--- src/rtl/apple2_disk_pkg.sv ---
// Shared definitions for the Apple II floppy track buffer synchroniser.
package apple2_disk_pkg;

  localparam int SECTOR_BYTES    = 512;
  localparam int DEFAULT_SECTORS = 13;

  typedef enum logic [2:0] {
    IDLE    = 3'd0,
    WB_SCAN = 3'd1,
    WR_REQ  = 3'd2,
    WR_XFER = 3'd3,
    RD_REQ  = 3'd4,
    RD_XFER = 3'd5
  } fdd_state_e;

endpackage

--- src/rtl/fdd_track_sync.sv ---
// Keeps the floppy track buffer in step with the SD card image: writes back
// modified sectors of the old track, then loads every sector of the new one.
module fdd_track_sync
  import apple2_disk_pkg::*;
#(
  parameter int SECTORS = DEFAULT_SECTORS,
  parameter int TRACK_W = 6
) (
  input  logic               clk_sys,
  input  logic               reset_n,
  input  logic [TRACK_W-1:0] track,
  input  logic               img_mounted,
  input  logic               img_present,
  input  logic               img_readonly,
  input  logic               fd_write_disk,
  input  logic [12:0]        fd_track_addr,
  output logic [31:0]        sd_lba,
  output logic               sd_rd,
  output logic               sd_wr,
  input  logic               sd_ack,
  output logic [3:0]         track_sec,
  output logic               cpu_wait,
  output logic [SECTORS-1:0] dirty
);

  localparam int                 SEC_LSB  = $clog2(SECTOR_BYTES);
  localparam logic [3:0]         LAST_SEC = 4'(SECTORS - 1);
  localparam logic [SECTORS-1:0] ONE_BIT  = {{(SECTORS-1){1'b0}}, 1'b1};

  // Index of the lowest set bit; zero when the mask is empty.
  function automatic logic [3:0] lowest_set(input logic [SECTORS-1:0] m);
    logic [3:0] r;
    r = 4'd0;
    for (int i = SECTORS - 1; i >= 0; i--) begin
      if (m[i]) begin
        r = 4'(i);
      end else begin
        r = r;
      end
    end
    return r;
  endfunction

  // Image LBA of sector s of track t, never wrapping below 32 bits.
  function automatic logic [31:0] lba_of(input logic [TRACK_W-1:0] t, input logic [3:0] s);
    return (32'(SECTORS) * {{(32-TRACK_W){1'b0}}, t}) + {28'd0, s};
  endfunction

  fdd_state_e         state_q, state_d;
  logic [TRACK_W-1:0] cur_track_q, cur_track_d;
  logic               mount_q, mount_d;
  logic [SECTORS-1:0] dirty_q, dirty_d;
  logic [3:0]         track_sec_q, track_sec_d;
  logic [31:0]        sd_lba_q, sd_lba_d;
  logic               sd_rd_q, sd_rd_d;
  logic               sd_wr_q, sd_wr_d;
  logic               sd_ack_q, sd_ack_d;

  logic               ack_rise;
  logic               ack_fall;
  logic               trigger;
  logic               wr_valid;
  logic [3:0]         wr_idx;
  logic [SECTORS-1:0] dirty_w;
  logic [3:0]         low_sec;
  logic               load_start;
  logic               unused_addr_bits;

  assign unused_addr_bits = ^fd_track_addr[SEC_LSB-1:0];
  assign low_sec          = lowest_set(dirty_q);

  // Derived events: ack edges, load trigger and the dirty mask including this cycle's write.
  always_comb begin
    sd_ack_d = sd_ack;
    ack_rise = sd_ack & ~sd_ack_q;
    ack_fall = ~sd_ack & sd_ack_q;
    trigger  = (track != cur_track_q) | mount_q;
    wr_idx   = fd_track_addr[SEC_LSB +: 4];
    wr_valid = fd_write_disk & ({28'd0, wr_idx} < 32'(SECTORS));
    if (wr_valid) begin
      dirty_w = dirty_q | (ONE_BIT << wr_idx);
    end else begin
      dirty_w = dirty_q;
    end
  end

  // Next-state logic: write-back scan, write handshakes, then full track read.
  always_comb begin
    state_d     = state_q;
    cur_track_d = cur_track_q;
    mount_d     = mount_q | img_mounted;
    dirty_d     = dirty_q;
    track_sec_d = track_sec_q;
    sd_lba_d    = sd_lba_q;
    sd_rd_d     = sd_rd_q;
    sd_wr_d     = sd_wr_q;
    load_start  = 1'b0;

    case (state_q)
      IDLE: begin
        dirty_d = dirty_w;
        if (trigger) begin
          // A fresh mount in this very cycle stays pending for the next pass.
          mount_d = img_mounted;
          if ((dirty_w != '0) && !img_readonly && !mount_q) begin
            state_d = WB_SCAN;
          end else begin
            dirty_d    = '0;
            load_start = 1'b1;
          end
        end else begin
          state_d = IDLE;
        end
      end
      WB_SCAN: begin
        if (dirty_q != '0) begin
          track_sec_d = low_sec;
          sd_lba_d    = lba_of(cur_track_q, low_sec);
          sd_wr_d     = 1'b1;
          state_d     = WR_REQ;
        end else begin
          load_start = 1'b1;
        end
      end
      WR_REQ: begin
        if (ack_rise) begin
          sd_wr_d = 1'b0;
          dirty_d = dirty_q & ~(ONE_BIT << track_sec_q);
          state_d = WR_XFER;
        end else begin
          state_d = WR_REQ;
        end
      end
      WR_XFER: begin
        if (ack_fall) begin
          state_d = WB_SCAN;
        end else begin
          state_d = WR_XFER;
        end
      end
      RD_REQ: begin
        if (ack_rise) begin
          sd_rd_d  = 1'b0;
          sd_lba_d = sd_lba_q + 32'd1;
          state_d  = RD_XFER;
        end else begin
          state_d = RD_REQ;
        end
      end
      RD_XFER: begin
        if (ack_fall) begin
          track_sec_d = track_sec_q + 4'd1;
          if (track_sec_q == LAST_SEC) begin
            state_d = IDLE;
          end else begin
            sd_rd_d = 1'b1;
            state_d = RD_REQ;
          end
        end else begin
          state_d = RD_XFER;
        end
      end
      default: begin
        state_d = IDLE;
        sd_rd_d = 1'b0;
        sd_wr_d = 1'b0;
      end
    endcase

    // Start of a track load: latch the head track and request sector 0.
    if (load_start) begin
      cur_track_d = track;
      if (img_present) begin
        track_sec_d = 4'd0;
        sd_lba_d    = lba_of(track, 4'd0);
        sd_rd_d     = 1'b1;
        state_d     = RD_REQ;
      end else begin
        state_d = IDLE;
      end
    end else begin
      cur_track_d = cur_track_d;
    end
  end

  // State and datapath registers with asynchronous active-low reset.
  always_ff @(posedge clk_sys or negedge reset_n) begin
    if (!reset_n) begin
      state_q     <= IDLE;
      cur_track_q <= '1;
      mount_q     <= 1'b0;
      dirty_q     <= '0;
      track_sec_q <= 4'd0;
      sd_lba_q    <= 32'd0;
      sd_rd_q     <= 1'b0;
      sd_wr_q     <= 1'b0;
      sd_ack_q    <= 1'b0;
    end else begin
      state_q     <= state_d;
      cur_track_q <= cur_track_d;
      mount_q     <= mount_d;
      dirty_q     <= dirty_d;
      track_sec_q <= track_sec_d;
      sd_lba_q    <= sd_lba_d;
      sd_rd_q     <= sd_rd_d;
      sd_wr_q     <= sd_wr_d;
      sd_ack_q    <= sd_ack_d;
    end
  end

  // CPU stall: busy states, plus the idle cycle that takes a trigger; off in reset.
  always_comb begin
    if (!reset_n) begin
      cpu_wait = 1'b0;
    end else begin
      cpu_wait = (state_q != IDLE) | trigger;
    end
  end

  assign sd_lba    = sd_lba_q;
  assign sd_rd     = sd_rd_q;
  assign sd_wr     = sd_wr_q;
  assign track_sec = track_sec_q;
  assign dirty     = dirty_q;

endmodule

--- config.mk ---
export PLATFORM = sky130hd
export DESIGN_NAME = fdd_track_sync
export DESIGN_NICKNAME = d
export VERILOG_FILES = /design/src/rtl/apple2_disk_pkg.sv /design/src/rtl/fdd_track_sync.sv
export SDC_FILE = /design/constraint.sdc
export NUM_CORES = 1
export LEC_CHECK = 0
export BUFFER_PORTS_ARGS = -buffer_cell sky130_fd_sc_hd__buf_2
export CAP_MARGIN = 20
export CELL_PAD_IN_SITES_DETAIL_PLACEMENT = 0
export CELL_PAD_IN_SITES_GLOBAL_PLACEMENT = 1
export CORE_ASPECT_RATIO = 0.6
export CORE_MARGIN = 2
export CORE_UTILIZATION = 39
export DETAILED_ROUTE_END_ITERATION = 10
export GPL_TIMING_DRIVEN = 0
export HOLD_SLACK_MARGIN = 0.05
export MAX_ROUTING_LAYER = met4
export PLACE_DENSITY_LB_ADDON = 0.1
export SLEW_MARGIN = 25
export SYNTH_ARGS = -nofsm -noshare
export SYNTH_HDL_FRONTEND = slang
export SYNTH_SLANG_ARGS = --single-unit
--- constraint.sdc ---
create_clock -name clk_sys -period 3.5 [get_ports clk_sys]
set_input_delay 1.05 -clock clk_sys [delete_from_list [all_inputs] [get_ports clk_sys]]
set_output_delay 1.05 -clock clk_sys [all_outputs]
set_load 0.05 [all_outputs]
=== Yosys cells after proc, flatten, opt, wreduce, memory -nomap -nowiden ===
Index checks and enable logic that the tools add are counted.

* Flip-flop bits (word level): 62
* Output and inout bits: 52
* Input bits: 26

* Bitwise gates (word level): 12
* Multiply operators: 2
* Add/sub/neg operators: 3
* Reduce and logical (&&, ||, !) cells: 14
* $lt $le $gt $ge: 1
* Equal/unequal tests: 11
* Multiplexer cells: 55
* Shift-type cells: 2

{| class="wikitable"
|+ Operators with widths
! cell !! count
|-
| $mux 32 || 4
|-
| $mux 4 || 17
|-
| $pmux 32 s2 || 1
|-
| $mux 13 || 4
|-
| $add 32x1->32 const B || 1
|-
| $pmux 13 s2 || 1
|-
| $reduce_bool 13->1 || 2
|-
| $shl 1x4->13 const A || 2
|-
| $mux 3 || 7
|-
| $mul 4x6->10 const A || 2
|-
| $pmux 3 s6 || 1
|-
| $mux 1 || 15
|-
| $and 13x13->13 || 1
|-
| $not 13->13 || 1
|-
| $or 13x13->13 || 1
|-
| $add 10x4->11 || 1
|-
| $pmux 4 s2 || 1
|-
| $reduce_or 4->1 || 2
|-
| $eq 3x2->1 const B || 2
|-
| $eq 3x3->1 const B || 2
|-
| $ne 6x6->1 || 1
|-
| $pmux 1 s3 || 2
|-
| $add 4x1->4 const B || 1
|-
| $eq 4x4->1 const B || 1
|-
| 17 further kinds || 27
|}

=== Logic depth before layout (Yosys ltp) ===
* Depth in word-level cells: 18
* Mapped depth: 13

=== Worst setup path before layout ===
No wires, ideal clock.

* Kind: register to register
* Start point: reg dirty_q[4], in the netlist dirty[4]
* End point: reg sd_lba_q[9], in the netlist sd_lba[9]
* Required time: 3362 ps
* Cell stages (with the launch flop): 13
* Arrival: 3563 ps
* Path slack: -201 ps
* Clock period less this slack: 3701 ps
* Cell sequence: dfrtp_1 or4_1 nor2_1 o21ai_0 fa_1 inv_1 ha_1 a211oi_1 o21ai_0 a31oi_1 xnor2_1 a2111oi_0 a21oi_1

* Longest elaborated chain between the ends: 10

{| class="wikitable"
|+ Ends and longest elaborated chain
! element !! RTL line !! source
|-
| start, declared || fdd_track_sync.sv:52 || <nowiki>logic [SECTORS-1:0] dirty_q, dirty_d;</nowiki>
|-
| start signal, assigned || fdd_track_sync.sv:202 || <nowiki>dirty_q <= dirty_d;</nowiki>
|-
| $mux 4 (5 in series) || fdd_track_sync.sv:35 || <nowiki>if (m[i]) begin</nowiki>
|-
| $add 10x4->11 || fdd_track_sync.sv:46 || <nowiki>return (32'(SECTORS) * {{(32-TRACK_W){1'b0}}, t}) + {28'd0, s};</nowiki>
|-
| $mux 32 || fdd_track_sync.sv:116 || <nowiki>if (dirty_q != '0) begin</nowiki>
|-
| $pmux 32 s2 || fdd_track_sync.sv:99 || <nowiki>case (state_q)</nowiki>
|-
| $mux 32 || fdd_track_sync.sv:173 || <nowiki>if (img_present) begin</nowiki>
|-
| $mux 32 * || fdd_track_sync.sv:171 || <nowiki>if (load_start) begin</nowiki>
|-
| net sd_lba_d[9] || fdd_track_sync.sv:54 || <nowiki>logic [31:0] sd_lba_q, sd_lba_d;</nowiki>
|-
| end signal, assigned || fdd_track_sync.sv:204 || <nowiki>sd_lba_q <= sd_lba_d;</nowiki>
|-
| end, declared || fdd_track_sync.sv:54 ||
|}

Mark *: on every way through the listed nets, which the timed path passes. The rest lies on a longest branch.
A chain may end at the register's enable or synchronous reset.

=== Final worst setup path ===
* Start point: in track[5]
* End point: out cpu_wait

* Longest elaborated chain between the ends: 4

{| class="wikitable"
|+ Ends and longest elaborated chain
! element !! RTL line !! source
|-
| start, declared || fdd_track_sync.sv:11 || <nowiki>input logic [TRACK_W-1:0] track,</nowiki>
|-
| $ne 6x6->1 || fdd_track_sync.sv:77 || <nowiki>trigger = (track != cur_track_q) | mount_q;</nowiki>
|-
| $or 1x1->1 || fdd_track_sync.sv:77 ||
|-
| $or 1x1->1 || fdd_track_sync.sv:216 || <nowiki>cpu_wait = (state_q != IDLE) | trigger;</nowiki>
|-
| $mux 1 || fdd_track_sync.sv:213 || <nowiki>if (!reset_n) begin</nowiki>
|-
| end, declared || fdd_track_sync.sv:22 || <nowiki>output logic cpu_wait,</nowiki>
|}

Every way passes these cells.

==> flow_metrics.env <==
export IMPL_syn_nets=658
export IMPL_async_flop_share=1.00
export IMPL_routed_wl_um=15200
export IMPL_dpl_worst_slack_ps=-425
export IMPL_p_switching_w=0.00260
export IMPL_areaGrowthSynthToFinish_pct=20.9
export IMPL_fillers=1219
export IMPL_syn_avg_cell_area_sq_um=8.70
export IMPL_hold_class="register to register"
export IMPL_maxCapViolCount=0
export IMPL_worst_slack_ps=55.3
export IMPL_r2r_slack_ps=100
export IMPL_rows=31
export IMPL_p_leak_nw=2.80
export IMPL_finalClockSkew_ps=5.57
export IMPL_port_buffers=67
export IMPL_synthCells=575
export IMPL_dieArea_sq_um=13800
export IMPL_drive_above_1_share=0.230
export IMPL_fmax_mhz=290
export IMPL_initial_utilization=0.407
export IMPL_finalInstanceArea_sq_um=6050
export IMPL_clock_latency_ps=330
export IMPL_drv_slew=0
export IMPL_vias=4716
export IMPL_path_clk_slew_ps=60
export IMPL_r2r_start="dirty[6]$_DFFE_PN0P_"
export IMPL_end_kind="primary output"
export IMPL_ant_nets=0
export IMPL_layout_common_cells="buf_2, nand2_1, ha_1"
export IMPL_drtIter0Drc=356
export IMPL_vias_per_cell=5.68
export IMPL_power_w=0.00535
export IMPL_cts_sinks=62
export IMPL_hold_depth=2
export IMPL_reg2reg_to="sd_lba[9]$_DFF_PN0_"
export IMPL_antenna_found_initial=0
export IMPL_ys_dominant_reg_cell="dfrtp_1"
export IMPL_ioPinCount=78
export IMPL_drt_pass1_iter_count=7
export IMPL_final_common_cell="buf_2"
export IMPL_finalNetCount=744
export IMPL_min_to="sd_wr$_DFFE_PN0P_"
export IMPL_swShare=0.486
export IMPL_p_int_w=0.00275
export IMPL_grt_overflow=0
export IMPL_clkPwrFrac=0.183
export IMPL_yosysSeqAreaShare=0.312
export IMPL_grt_max_degree=49
export IMPL_cts_htree_levels=3
export IMPL_grt_pass1_vias=4329
export IMPL_cts_tree="yes"
export IMPL_tightest_slew_ps=909
export IMPL_vdd_drop_max_mv=0.575
export IMPL_worstSetupPathType="input pin to primary output"
export IMPL_arrival_ps=2390
export IMPL_hold_violations=0
export IMPL_crit_required_ps=2450
export IMPL_track_usage=0.230
export IMPL_coreArea_sq_um=12300
export IMPL_comb_power_share=0.610
export IMPL_grt_pass1_wl_um=23700
export IMPL_syn_cell_area_sq_um=5000
export IMPL_yosysUniqueCellTypes=69
export IMPL_synth_edff_count=0
export IMPL_finalCriticalPeriod_ps=3440
export IMPL_setup_violations=0
export IMPL_fin_crit_sh=0.984
export IMPL_clock_root_buffer="clkbuf_16"
export IMPL_r2r_cells=12
export IMPL_hp_start="sd_wr$_DFFE_PN0P_"
export IMPL_status="finished clean"
export IMPL_seqPwrFrac=0.207
export IMPL_start_kind="input pin"
export IMPL_drc=0
export IMPL_cts_made_buffers=9
export IMPL_die_width_um=150
export IMPL_place_hpwl_um=11600
export IMPL_dieHeight_um=91.7
export IMPL_crit_fanout=5
export IMPL_wl_per_cell_um=18.3
export IMPL_yosysWarnings=0
export IMPL_antenna_cells=0
export IMPL_whs_ps=480
export IMPL_worst_slew_margin_rel=0.389
export IMPL_synth_seq_cells=62
export IMPL_power_density_nw_per_um2=885
export IMPL_placed_area_sq_um=5590
export IMPL_clockBufferDepth=2
export IMPL_place_congestion=0.877
==> worst max-delay path by stage <==
stage,from,endpoint,slack [ps],depth (start not counted)
after global placement,dirty[4]$_DFFE_PN0P_,sd_lba[9]$_DFF_PN0_,-470,12
final,track[5],cpu_wait,60,6
after CTS,dirty[0]$_DFFE_PN0P_,sd_lba[7]$_DFF_PN0_,0.4,13
after global routing,dirty[6]$_DFFE_PN0P_,sd_lba[9]$_DFF_PN0_,-3,12
after detailed placement,dirty[4]$_DFFE_PN0P_,sd_lba[9]$_DFF_PN0_,-420,12
after floorplan,dirty[4]$_DFFE_PN0P_,sd_lba[9]$_DFF_PN0_,-30,12
==> critical path, stage by stage <==
cell,delay [ps]
buf_2,130
xor2_1,160
or4_4,570
nor2_4,160
a21boi_1,100
buf_4,220
==> cell usage after synthesis, types with 6 or more instances <==
library cell,n,area (sq um)
nor2b_1,8,50.1
xnor2_1,10,87.6
dfstp_2,6,158
ha_1,50,626
o211ai_1,12,90.1
a31oi_1,10,62.6
and2_1,9,56.3
nor3_1,13,65.1
fa_1,7,140
nand2_1,50,188
inv_1,42,158
dfrtp_1,56,1400
nand3_1,30,150
xor2_1,6,52.6
a211oi_1,9,67.6
nand4_1,6,37.5
mux2_2,8,90.1
a21oi_1,41,205
clkbuf_1,13,48.8
and3_1,8,50.1
o21ai_0,22,110
nor2_1,48,180
a21o_1,6,45.0
a311oi_1,9,78.8
==> registers in the layout, indices dropped and copies added, names as in the netlist <==
register / flops
mount_q: 1
cur_track_q: 6
sd_wr: 1
track_sec: 4
dirty: 13
sd_lba: 32
sd_rd: 1
sd_ack_q: 1
state_q: 3
==> area by class of cell <==
cell class	count	area, sq um	area share
clock inverter	5	82.6	0.0137
tap	165	206	0.0341
timing repair buffer	75	420	0.0695
clock buffer	11	243	0.0401
multi-input combinational	450	3260	0.540
inverter	42	158	0.0261
buffer	21	104	0.0172
sequential	62	1570	0.259
==> timing repair <==
action | in CTS | in global routing
setup buffers | 1 | 6
gates cloned | 0 | 0
endpoints found under the setup margin | 6 | 5
hold buffers | 0 | 0
pin swaps | 2 | 9
endpoints found under the hold margin | 0 | 0
resized for setup | 11 | 14
==> cell families (layout without fill, tap and decap cells) <==
logic type / after synthesis / after routing / synth area share
and+or+nand+nor: 211 / 211 / 0.216
AOI/OAI and AO/OA: 151 / 151 / 0.207
buffers and inverters: 63 / 154 / 0.0523
DFF: 62 / 62 / 0.312
adders and majority gates: 57 / 57 / 0.153
xor gates and xnor gates: 16 / 16 / 0.0280
muxes: 15 / 15 / 0.0325
==> per-layer routing <==
metal  share of wire  GRT usage  vias to the layer above
li1                -          -                     2279
met5               0          -                        -
met4          0.0079     0.0480                        0
met2            0.40      0.307                      149
met1            0.52      0.352                     2279
met3           0.071     0.0473                        9
==> stage by stage <==
step            util  instances  setup TNS [ps]
2_1_floorplan      -        575           -28.0
3_3_place_gp   0.452        807           -1240
3_5_place_dp   0.454        808            -958
4_1_cts        0.484        825               0
5_1_grt        0.492        831           -2.54
6_report       0.492        831               0
==> power by group through the flow <==
| stage | Sequential [W] | Combinational, W | Clock [W] |
|---|---|---|---|
| 5_1_grt | 0.00113 | 0.00362 | 0.00104 |
| 6_report | 0.00111 | 0.00327 | 0.000981 |
| 4_1_cts | 0.00110 | 0.00318 | 0.00100 |
| 2_1_floorplan | 0.00133 | 0.00204 | 0 |
| 3_5_place_dp | 0.00111 | 0.00305 | 0 |
| 3_3_place_gp | 0.00111 | 0.00307 | 0 |
(Power assumes the default switching activity.)
